File: src/rtl/arb_pkg.sv
// Shared types and helpers for the grant-hold arbiter: FSM state encoding,
// default hold limit and index arithmetic used by the picker and the top.
package arb_pkg;

   typedef enum logic [1:0] {
      IDLE  = 2'd0,
      GRANT = 2'd1,
      GAP   = 2'd2
   } arb_state_e;

   localparam int DEF_MAX_HOLD = 8;

   function automatic int owner_w(input int n);
      return (n > 1) ? $clog2(n) : 1;
   endfunction

   // (a + b) mod n for operands already in [0, n), without a divider.
   function automatic int wrap_idx(input int a, input int b, input int n);
      int s;
      s = a + b;
      return (s >= n) ? (s - n) : s;
   endfunction

endpackage

File: src/rtl/grant_hold_arbiter_pick.sv
// Combinational daisy-chain pick over a rotated request vector; the rotation
// turns fixed priority into round-robin when rr_en is set.
module priority_pick
   import arb_pkg::*;
#(
   parameter int N = 4,
   parameter int W = owner_w(N)
) (
   input  logic [0:N-1] elig,
   input  logic [W-1:0] start,
   input  logic         rr_en,
   output logic [0:N-1] onehot,
   output logic [W-1:0] idx,
   output logic         valid
);

   logic [W-1:0] base;
   logic [0:N-1] rot;
   logic [0:N-1] pick;
   logic [0:N]   blocked;

   assign base       = rr_en ? start : '0;
   assign blocked[0] = 1'b0;

   genvar gi;
   generate
      for (gi = 0; gi < N; gi++) begin : g_chain
         logic [W-1:0] src_idx;
         logic [W-1:0] back_idx;

         always_comb begin
            src_idx  = W'(wrap_idx(gi, int'(base), N));
            back_idx = W'(wrap_idx(gi, N - int'(base), N));
            if (int'(back_idx) >= N) begin
               back_idx = '0;
            end
         end

         assign rot[gi]         = elig[src_idx];
         assign pick[gi]        = rot[gi] & ~blocked[gi];
         assign blocked[gi + 1] = blocked[gi] | rot[gi];
         assign onehot[gi]      = pick[back_idx];
      end
   endgenerate

   always_comb begin
      idx = '0;
      for (int k = 0; k < N; k++) begin
         if (pick[k]) begin
            idx = W'(wrap_idx(k, int'(base), N));
         end
      end
   end

   assign valid = blocked[N];

endmodule

File: src/rtl/grant_hold_arbiter.sv
// Shares one resource among N requesters: registered one-hot grant held until
// release or hold timeout, a dead cycle between owners, and per-requester lockout.
module grant_hold_arbiter
   import arb_pkg::*;
#(
   parameter int N        = 4,
   parameter int MAX_HOLD = DEF_MAX_HOLD,
   parameter int HOLD_W   = 4,
   localparam int OW      = owner_w(N)
) (
   input  logic          clk,
   input  logic          rst_n,
   input  logic          rr_en,
   input  logic [0:N-1]  req,
   output logic [0:N-1]  grant,
   output logic          busy,
   output logic [OW-1:0] owner,
   output logic          timeout
);

   localparam logic [HOLD_W-1:0] MAX_HOLD_C = HOLD_W'(MAX_HOLD);
   localparam logic [OW-1:0]     LAST_RST   = OW'(N - 1);

   arb_state_e        state_q, state_d;
   logic [0:N-1]      grant_q, grant_d;
   logic              busy_q, busy_d;
   logic [OW-1:0]     owner_q, owner_d;
   logic              timeout_q, timeout_d;
   logic [HOLD_W-1:0] hold_q, hold_d;
   logic [0:N-1]      mask_q, mask_d;
   logic [OW-1:0]     last_q, last_d;

   logic [0:N-1]      elig;
   logic [OW-1:0]     start_idx;
   logic [0:N-1]      pick_onehot;
   logic [OW-1:0]     pick_idx;
   logic              pick_valid;

   assign elig      = req & ~mask_q;
   assign start_idx = (last_q >= LAST_RST) ? '0 : last_q + 1'b1;

   priority_pick #(
      .N (N),
      .W (OW)
   ) u_pick (
      .elig   (elig),
      .start  (start_idx),
      .rr_en  (rr_en),
      .onehot (pick_onehot),
      .idx    (pick_idx),
      .valid  (pick_valid)
   );

   always_comb begin
      state_d   = state_q;
      grant_d   = grant_q;
      busy_d    = busy_q;
      owner_d   = owner_q;
      timeout_d = 1'b0;
      hold_d    = hold_q;
      last_d    = last_q;
      // Lockout lifts only once the requester has let go of req.
      mask_d    = mask_q & req;

      case (state_q)
         IDLE, GAP: begin
            if (pick_valid) begin
               state_d = GRANT;
               grant_d = pick_onehot;
               owner_d = pick_idx;
               busy_d  = 1'b1;
               hold_d  = HOLD_W'(1);
            end else begin
               state_d = IDLE;
               grant_d = '0;
               busy_d  = 1'b0;
            end
         end
         GRANT: begin
            if (!req[owner_q]) begin
               state_d = GAP;
               grant_d = '0;
               busy_d  = 1'b0;
               last_d  = owner_q;
            end else if ((MAX_HOLD != 0) && (hold_q == MAX_HOLD_C)) begin
               state_d         = GAP;
               grant_d         = '0;
               busy_d          = 1'b0;
               timeout_d       = 1'b1;
               mask_d[owner_q] = 1'b1;
               last_d          = owner_q;
            end else if (hold_q != '1) begin
               hold_d = hold_q + 1'b1;
            end
         end
         default: begin
            state_d = IDLE;
            grant_d = '0;
            busy_d  = 1'b0;
         end
      endcase
   end

   always_ff @(posedge clk or negedge rst_n) begin
      if (!rst_n) begin
         state_q   <= IDLE;
         grant_q   <= '0;
         busy_q    <= 1'b0;
         owner_q   <= '0;
         timeout_q <= 1'b0;
         hold_q    <= '0;
         mask_q    <= '0;
         last_q    <= LAST_RST;
      end else begin
         state_q   <= state_d;
         grant_q   <= grant_d;
         busy_q    <= busy_d;
         owner_q   <= owner_d;
         timeout_q <= timeout_d;
         hold_q    <= hold_d;
         mask_q    <= mask_d;
         last_q    <= last_d;
      end
   end

   assign grant   = grant_q;
   assign busy    = busy_q;
   assign owner   = owner_q;
   assign timeout = timeout_q;

endmodule

File: config.mk
export PLATFORM = sky130hd
export DESIGN_NAME = grant_hold_arbiter
export DESIGN_NICKNAME = d
export VERILOG_FILES = /design/src/rtl/arb_pkg.sv /design/src/rtl/grant_hold_arbiter_pick.sv /design/src/rtl/grant_hold_arbiter.sv
export SDC_FILE = /design/constraint.sdc
export NUM_CORES = 1
export LEC_CHECK = 0
export CAP_MARGIN = 10
export CORE_UTILIZATION = 50
export DETAILED_ROUTE_END_ITERATION = 10
export PLACE_DENSITY = 0.8
export SYNTH_ARGS = -nofsm -noshare
export SYNTH_HDL_FRONTEND = slang
export SYNTH_SLANG_ARGS = --single-unit
File: constraint.sdc
create_clock -name clk -period 6.2 [get_ports clk]
set_input_delay 0.62 -clock clk [delete_from_list [all_inputs] [get_ports clk]]
set_output_delay 0.62 -clock clk [all_outputs]
set_load 0.01 [all_outputs]
==> results.md, run 1 <==
| Parameter | This run |
|:---|:---|
| CTS clock-pin slew for the worst setup and hold paths | 0.11 ns |
| #FFs+latches synth | 20 |
| Primary flip-flop cell chosen by synthesis mapping | sky130_fd_sc_hd__dfrtp_1 |
| DRT met1 WL | 1360 µm |
| Final Instance Count excl. Fillers | 186 |
| Share of the clock period used by the worst path | 46.2% |
| Syn nets | 155 |
| Instance count of the mapped netlist | 145 |
| Cell area after placement | 0.00152 mm² |
| RSZ-0062 raised after global routing | no |
| Final worst clock skew | 0.00845 ns |
| Share of async-settable or async-resettable flops after synthesis | 100% |
| Clock insertion delay at the later pin of the skew report | 0.30 ns |
| Die extent in y | 54.9 µm |
| Routed Antenna Nets | 0 |
| Worst hold-check path type | reg2reg |
| Met2 wirelength from detailed routing | 1370 µm |
| Row Count | 18 |
| Setup tns final | 0 ns |
| Number of nets at the end of the flow | 167 |
| Number of antenna violations at the first check in global routing | 0 |
| Largest vdd supply drop | 0.311 mV |
| First-pass GRT wire length | 4690 µm |
| Total power divided by cell area | 426 mW/mm² |
| Critical Path Sink Type | register |
| Number of clock sinks | 20 |
| # H-tree levels | 1 |
| Result of the run | finished clean |
| Syn avg cell area | 9.64 µm² |
| Startpoint Class | register |
| Synthesized area | 0.00140 mm² |
| Critical Path AT | 3.11 ns |
| DIE AREA | 0.00301 mm² |
| Transition time of the tightest slew-check pin | 0.989 ns |
| Top Layer Used | met4 |
| DR pass1 iterations | 4 |
| Fill count | 213 |
| Required time at the worst-slack endpoint | 6.45 ns |
| Layout cell share with drive strength beyond 1 | 10.9% |
| Number of global-route vias before repair | 987 |
| Final critical-path required period | 2.86 ns |
| GR Util All Layers | 22.7% |
| Yosys synthesis warning count | 0 |
| Number of enable flip-flop cells after synthesis | 0 |
| Number of DRC violations after detailed routing | 0 |
| Average wire per standard cell | 15.9 µm |
| Antenna diode count | 0 |
| Distinct cells, synth | 52 |
| Maximum fanout along the worst path | 9 |
| Total wire length | 2960 µm |
| DR WL met3 | 189 µm |
| Footprint of the multi-input gates | 822 µm² |
| Clock buffer count from CTS | 3 |
| Highest clock frequency the design can meet | 349 MHz |
| Post-layout total power | 661 µW |
| Growth of design area from synthesis to finish | 11.2% |
| Critical path class | reg2reg |
| Detailed router's first-iteration violation count | 27 |
| Boundary pin count | 15 |
| Area taken by flip-flops and latches | 503 µm² |
| Final Cell Area | 0.00155 mm² |
| Endpoints failing setup | 0 |
| Vias | 1,172 |
| DR vias/cell | 6.30 |
| Maximum clock insertion buffer count | 2 |
| Relative slew slack | 33.2% |
| Dpl cells | 182 |
| HPWL after detailed placement | 2240 µm |
| Gp weighted congestion | 0.963 |
| Sequential area share after synthesis | 36.0% |
| Root cell of the clock tree | sky130_fd_sc_hd__clkbuf_4 |
| Post-CTS sizing | 0 |
| Remaining global-route overflow | 0 |
| CTS hold repair buffers | 0 |
| Number of violations of the max-capacitance limit | 0 |
| CTS tree | built |
| Port-buffer cells | 14 |
| Final number of max-transition violations | 0 |
| Setup Buffers After CTS | 0 |
| Maximum number of pins on one net before global-route repair | 21 |
| Die span in x | 54.9 µm |
| Effective utilization at floorplan | 54.4% |
| Total core area | 0.00257 mm² |
| Leakage Power | 0.000633 µW |
| Final Hold Viols | 0 |
[placed cells by master (no fill, tap or decap), types with 4 or more instances in the layout]
cell                              netlist  routed
sky130_fd_sc_hd__a21oi_1                4       4
sky130_fd_sc_hd__a31oi_1                4       4
sky130_fd_sc_hd__clkdlybuf4s50_1        0      14
sky130_fd_sc_hd__dfrtp_1               18      18
sky130_fd_sc_hd__inv_1                  4       4
sky130_fd_sc_hd__mux2i_1                5       5
sky130_fd_sc_hd__nand2_1               15      15
sky130_fd_sc_hd__nand2b_1               7       7
sky130_fd_sc_hd__nor2_1                 7       7
sky130_fd_sc_hd__nor2b_1                4       4
sky130_fd_sc_hd__nor3_1                 5       5
sky130_fd_sc_hd__o211ai_1               4       4
sky130_fd_sc_hd__o21ai_0                9       9
[critical path: stages, from the launching register on]
cell and delay [ns]:
sky130_fd_sc_hd__dfstp_2 0.62, sky130_fd_sc_hd__ha_1 0.31, sky130_fd_sc_hd__nor3_1 0.30, sky130_fd_sc_hd__o21a_1 0.49, sky130_fd_sc_hd__mux2i_1 0.25, sky130_fd_sc_hd__nand2_1 0.06
sky130_fd_sc_hd__a2111oi_0 0.56, sky130_fd_sc_hd__or3_1 0.20
[metal layers]
metal | global-route usage (%) | vias to the layer above
li1 | - | 580
met1 | 29.8 | 543
met2 | 34.9 | 43
met3 | 6.39 | 6
met4 | 8.55 | 0
met5 | 0 | -
[worst paths after layout]
check	cells after the start	endpoint	slack, ns	start
setup / recovery	7	owner[0]$_DFFE_PN0P_	3.34	last_q[0]$_DFFE_PN1P_
hold / removal	1	mask_q[3]$_DFF_PN0_	0.49	mask_q[3]$_DFF_PN0_
setup reg to reg	7	owner[0]$_DFFE_PN0P_	3.34	last_q[0]$_DFFE_PN1P_
hold reg to reg	1	mask_q[3]$_DFF_PN0_	0.49	mask_q[3]$_DFF_PN0_
max in group asynchronous	1	state_q[1]$_DFFE_PN0P_	4.86	rst_n
min in group asynchronous	1	owner[1]$_DFFE_PN0P_	0.80	rst_n
[state kept, by name, indices dropped and copies added, names as in the netlist]
register	flops
busy	1
grant	4
hold_q	4
last_q	2
mask_q	4
owner	2
state_q	2
timeout	1
[cells by family (layout without fill, tap and decap cells)]
kind of cell / Yosys count / after routing / synth area share (%)
compound gates: 47 / 47 / 26.0
flops: 20 / 20 / 36.0
buf+inv: 11 / 22 / 5.19
fa+ha+maj: 3 / 3 / 2.69
simple gates: 54 / 54 / 20.7
mux: 10 / 10 / 9.49
[synth_stat cells, types with 3 or more instances]
master                     count  area [µm²]
sky130_fd_sc_hd__mux2i_1       5        50.1
sky130_fd_sc_hd__buf_6         4        45.0
sky130_fd_sc_hd__o21ai_0       9        45.0
sky130_fd_sc_hd__dfrtp_1      18         450
sky130_fd_sc_hd__o211ai_1      4        30.0
sky130_fd_sc_hd__nor2b_1       4        25.0
sky130_fd_sc_hd__a21oi_1       4        20.0
sky130_fd_sc_hd__nor3_1        5        25.0
sky130_fd_sc_hd__ha_1          3        37.5
sky130_fd_sc_hd__nand3_1       3        15.0
sky130_fd_sc_hd__nor2_1        7        26.3
sky130_fd_sc_hd__inv_1         4        15.0
sky130_fd_sc_hd__nand2b_1      7        43.8
sky130_fd_sc_hd__nand2_1      15        56.3
sky130_fd_sc_hd__a31oi_1       4        25.0
[cell type report]
cell class,instances,area share (%)
flip-flops and latches,20,32.4
well taps,30,2.42
multi-input cells,114,52.9
clock buffers,4,2.33
inverters,4,0.966
repair buffers,14,9.02
[per-stage QoR]
stage / worst slack (ns) / util (%) / hold WS (ns)
3_5_place_dp: 3.24 / 59.1 / 0.471
3_3_place_gp: 3.33 / 59.1 / 0.471
2_1_floorplan: 3.95 / - / 0.324
4_1_cts: 3.38 / 60.5 / 0.497
6_report: 3.34 / 60.5 / 0.490
5_1_grt: 3.24 / 60.5 / 0.512
[where the power goes]
part           internal (µW)  switching, µW
Sequential               172           47.4
Combinational            163            205
Clock                   35.8           38.2
No activity file was read; power rests on OpenSTA's default activity.
==> run 2, diff against run 1 <==
==> constraint.sdc (replaced) <==
create_clock -name clk -period 2.8 [get_ports clk]
set_input_delay 0.28 -clock clk [delete_from_list [all_inputs] [get_ports clk]]
set_output_delay 0.28 -clock clk [all_outputs]
set_load 0.01 [all_outputs]
==> results.md, run 2 (synthesis gave the netlist of run 1 again) <==
| Parameter | This run |
|:---|:---|
| WP buf/inv | 1 |
| Largest vdd supply drop | 0.565 mV |
| Number of clock sinks | 20 |
| Most common cell after layout, fill and taps aside | sky130_fd_sc_hd__dfrtp_1 |
| Routed Antenna Nets | 0 |
| R2R depth | 8 |
| Leakage Power | 0.000671 µW |
| Worst hold slack | 0.459 ns |
| CTS tree | built |
| Commonest cells after routing, fill and taps aside | 18 x sky130_fd_sc_hd__dfrtp_1, 15 x sky130_fd_sc_hd__nand2_1, 14 x sky130_fd_sc_hd__clkdlybuf4s50_1 |
| DR vias/cell | 6.47 |
| Layout cell share with drive strength beyond 1 | 14.8% |
| Clock insertion delay at the later pin of the skew report | 0.31 ns |
| Die span in x | 54.9 µm |
| GR Util All Layers | 24.2% |
| Critical-path cell with the highest stage delay | sky130_fd_sc_hd__dfstp_2 |
| RSZ-0062 raised after global routing | no |
| Number of logic stages on the critical path including buffering | 8 |
| DIE AREA | 0.00301 mm² |
| Effective utilization at floorplan | 54.4% |
| Relative slew slack | 40.5% |
| Fill count | 225 |
| Row Count | 18 |
| Worst hold-check path type | in2async |
| Number of global-route vias before repair | 1,071 |
| Cell family contributing the most delay on the critical path | simple AND/OR/NAND/NOR gates |
| DR pass1 iterations | 4 |
| Maximum clock insertion buffer count | 2 |
| Port-buffer cells | 14 |
| CTS hold repair buffers | 0 |
| Antenna diode count | 0 |
| Transition time of the tightest slew-check pin | 0.890 ns |
| Number of DRC violations after detailed routing | 0 |
| Final number of max-transition violations | 0 |
| Highest clock frequency the design can meet | 397 MHz |
| Growth of design area from synthesis to finish | 15.7% |
| HPWL after detailed placement | 2310 µm |
| Remaining global-route overflow | 0 |
| Average wire per standard cell | 17.2 µm |
| First-pass GRT wire length | 5080 µm |
| Maximum number of pins on one net before global-route repair | 21 |
| Critical Path Sink Type | register |
| Boundary pin count | 15 |
| Number of violations of the max-capacitance limit | 0 |
| Result of the run | finished clean |
| Die extent in y | 54.9 µm |
| Delay of the slowest cell on the worst path | 0.62 ns |
| Final critical-path required period | 2.52 ns |
| Share of the clock period used by the worst path | 89.9% |
| Critical path class | reg2reg |
| Root cell of the clock tree | sky130_fd_sc_hd__clkbuf_4 |
| Setup tns final | 0 ns |
| Total power divided by cell area | 1000 mW/mm² |
| Number of nets at the end of the flow | 173 |
| Cell occurring most often along the worst timing path | sky130_fd_sc_hd__o211ai_2 |
| Required time at the worst-slack endpoint | 3.04 ns |
| Final Hold Viols | 0 |
| Total wire length | 3310 µm |
| Detailed router's first-iteration violation count | 32 |
| Gp weighted congestion | 0.885 |
| Final worst clock skew | 0.00835 ns |
| Total core area | 0.00257 mm² |
| Endpoints failing setup | 0 |
| Number of antenna violations at the first check in global routing | 0 |
| Startpoint Class | register |
| Maximum fanout along the worst path | 8 |
| CTS clock-pin slew for the worst setup and hold paths | 0.13 ns |
| CP Cell Sequence | ha_1 -> nor3_1 -> o21a_2 -> buf_4 -> mux2i_4 -> o211ai_2 -> or3_1 -> o211ai_2 |
| # H-tree levels | 1 |
| Clock buffer count from CTS | 3 |
| Critical Path AT | 2.76 ns |
| Vias | 1,243 |
==> run 2: changes by cell type in the layout (fill, tap and decap cells not counted) <==
cell                        before  now
sky130_fd_sc_hd__bufinv_16       0    1
sky130_fd_sc_hd__o21a_2          0    1
sky130_fd_sc_hd__clkbuf_8        1    0
sky130_fd_sc_hd__buf_4           0    6
sky130_fd_sc_hd__o21a_1          2    1
==> run 2: what timing repair did <==
action | CTS | global route
setup buffers | 0 | 4
endpoints found under the setup margin | 0 | 2
resized for setup | 0 | 1
==> run 2: layout make-up <==
cell class / instances / area [µm²] / share of cell area (%)
Multi-Input combinational cell: 114 / 823 / 50.9
Timing Repair Buffer: 20 / 185 / 11.5
Sequential cell: 20 / 503 / 31.1
Clock buffer: 3 / 22.5 / 1.39
Inverter: 4 / 15.0 / 0.929
Tap cell: 30 / 37.5 / 2.32
Clock inverter: 1 / 30.0 / 1.86
==> run 2: metal layers <==
layer  wire, µm  global-route usage (%)  vias up
met5          0                       0        -
met4         57                    7.69        0
met3        203                    4.17        8
met2       1620                    40.2       55
met1       1420                    31.6      593
li1           -                       -      587
==> run 2: power by group <==
part | total, µW | switching [µW] | internal (µW)
logic | 894 | 480 | 414
clock network | 241 | 96.6 | 145
registers | 482 | 102 | 380
total | 1620 | 678 | 939
==> run 2: final timing paths <==
| path | slack (ns) | startpoint | endpoint |
|---|---|---|---|
| min in group clk | 0.49 | busy$_DFFE_PN0P_ | busy$_DFFE_PN0P_ |
| max in group asynchronous | 1.79 | rst_n | mask_q[2]$_DFF_PN0_ |
| worst min-delay path | 0.46 | rst_n | grant[1]$_DFFE_PN0P_ |
| worst min register to register | 0.49 | busy$_DFFE_PN0P_ | busy$_DFFE_PN0P_ |
| worst max register to register | 0.28 | last_q[0]$_DFFE_PN1P_ | owner[1]$_DFFE_PN0P_ |
| worst max-delay path | 0.28 | last_q[0]$_DFFE_PN1P_ | owner[1]$_DFFE_PN0P_ |
==> run 2: metrics by stage <==
step | worst slack (ns) | instances | total power [µW] | instance area [µm²] | util (%)
2_1_floorplan | 0.547 | 145 | 1110 | 1400 | -
3_3_place_gp | 0.255 | 184 | 1290 | 1530 | 59.7
3_5_place_dp | 0.165 | 184 | 1310 | 1530 | 59.7
4_1_cts | 0.0593 | 188 | 1560 | 1590 | 61.7
5_1_grt | 0.111 | 192 | 1730 | 1620 | 63.0
6_report | 0.283 | 192 | 1620 | 1620 | 63.0
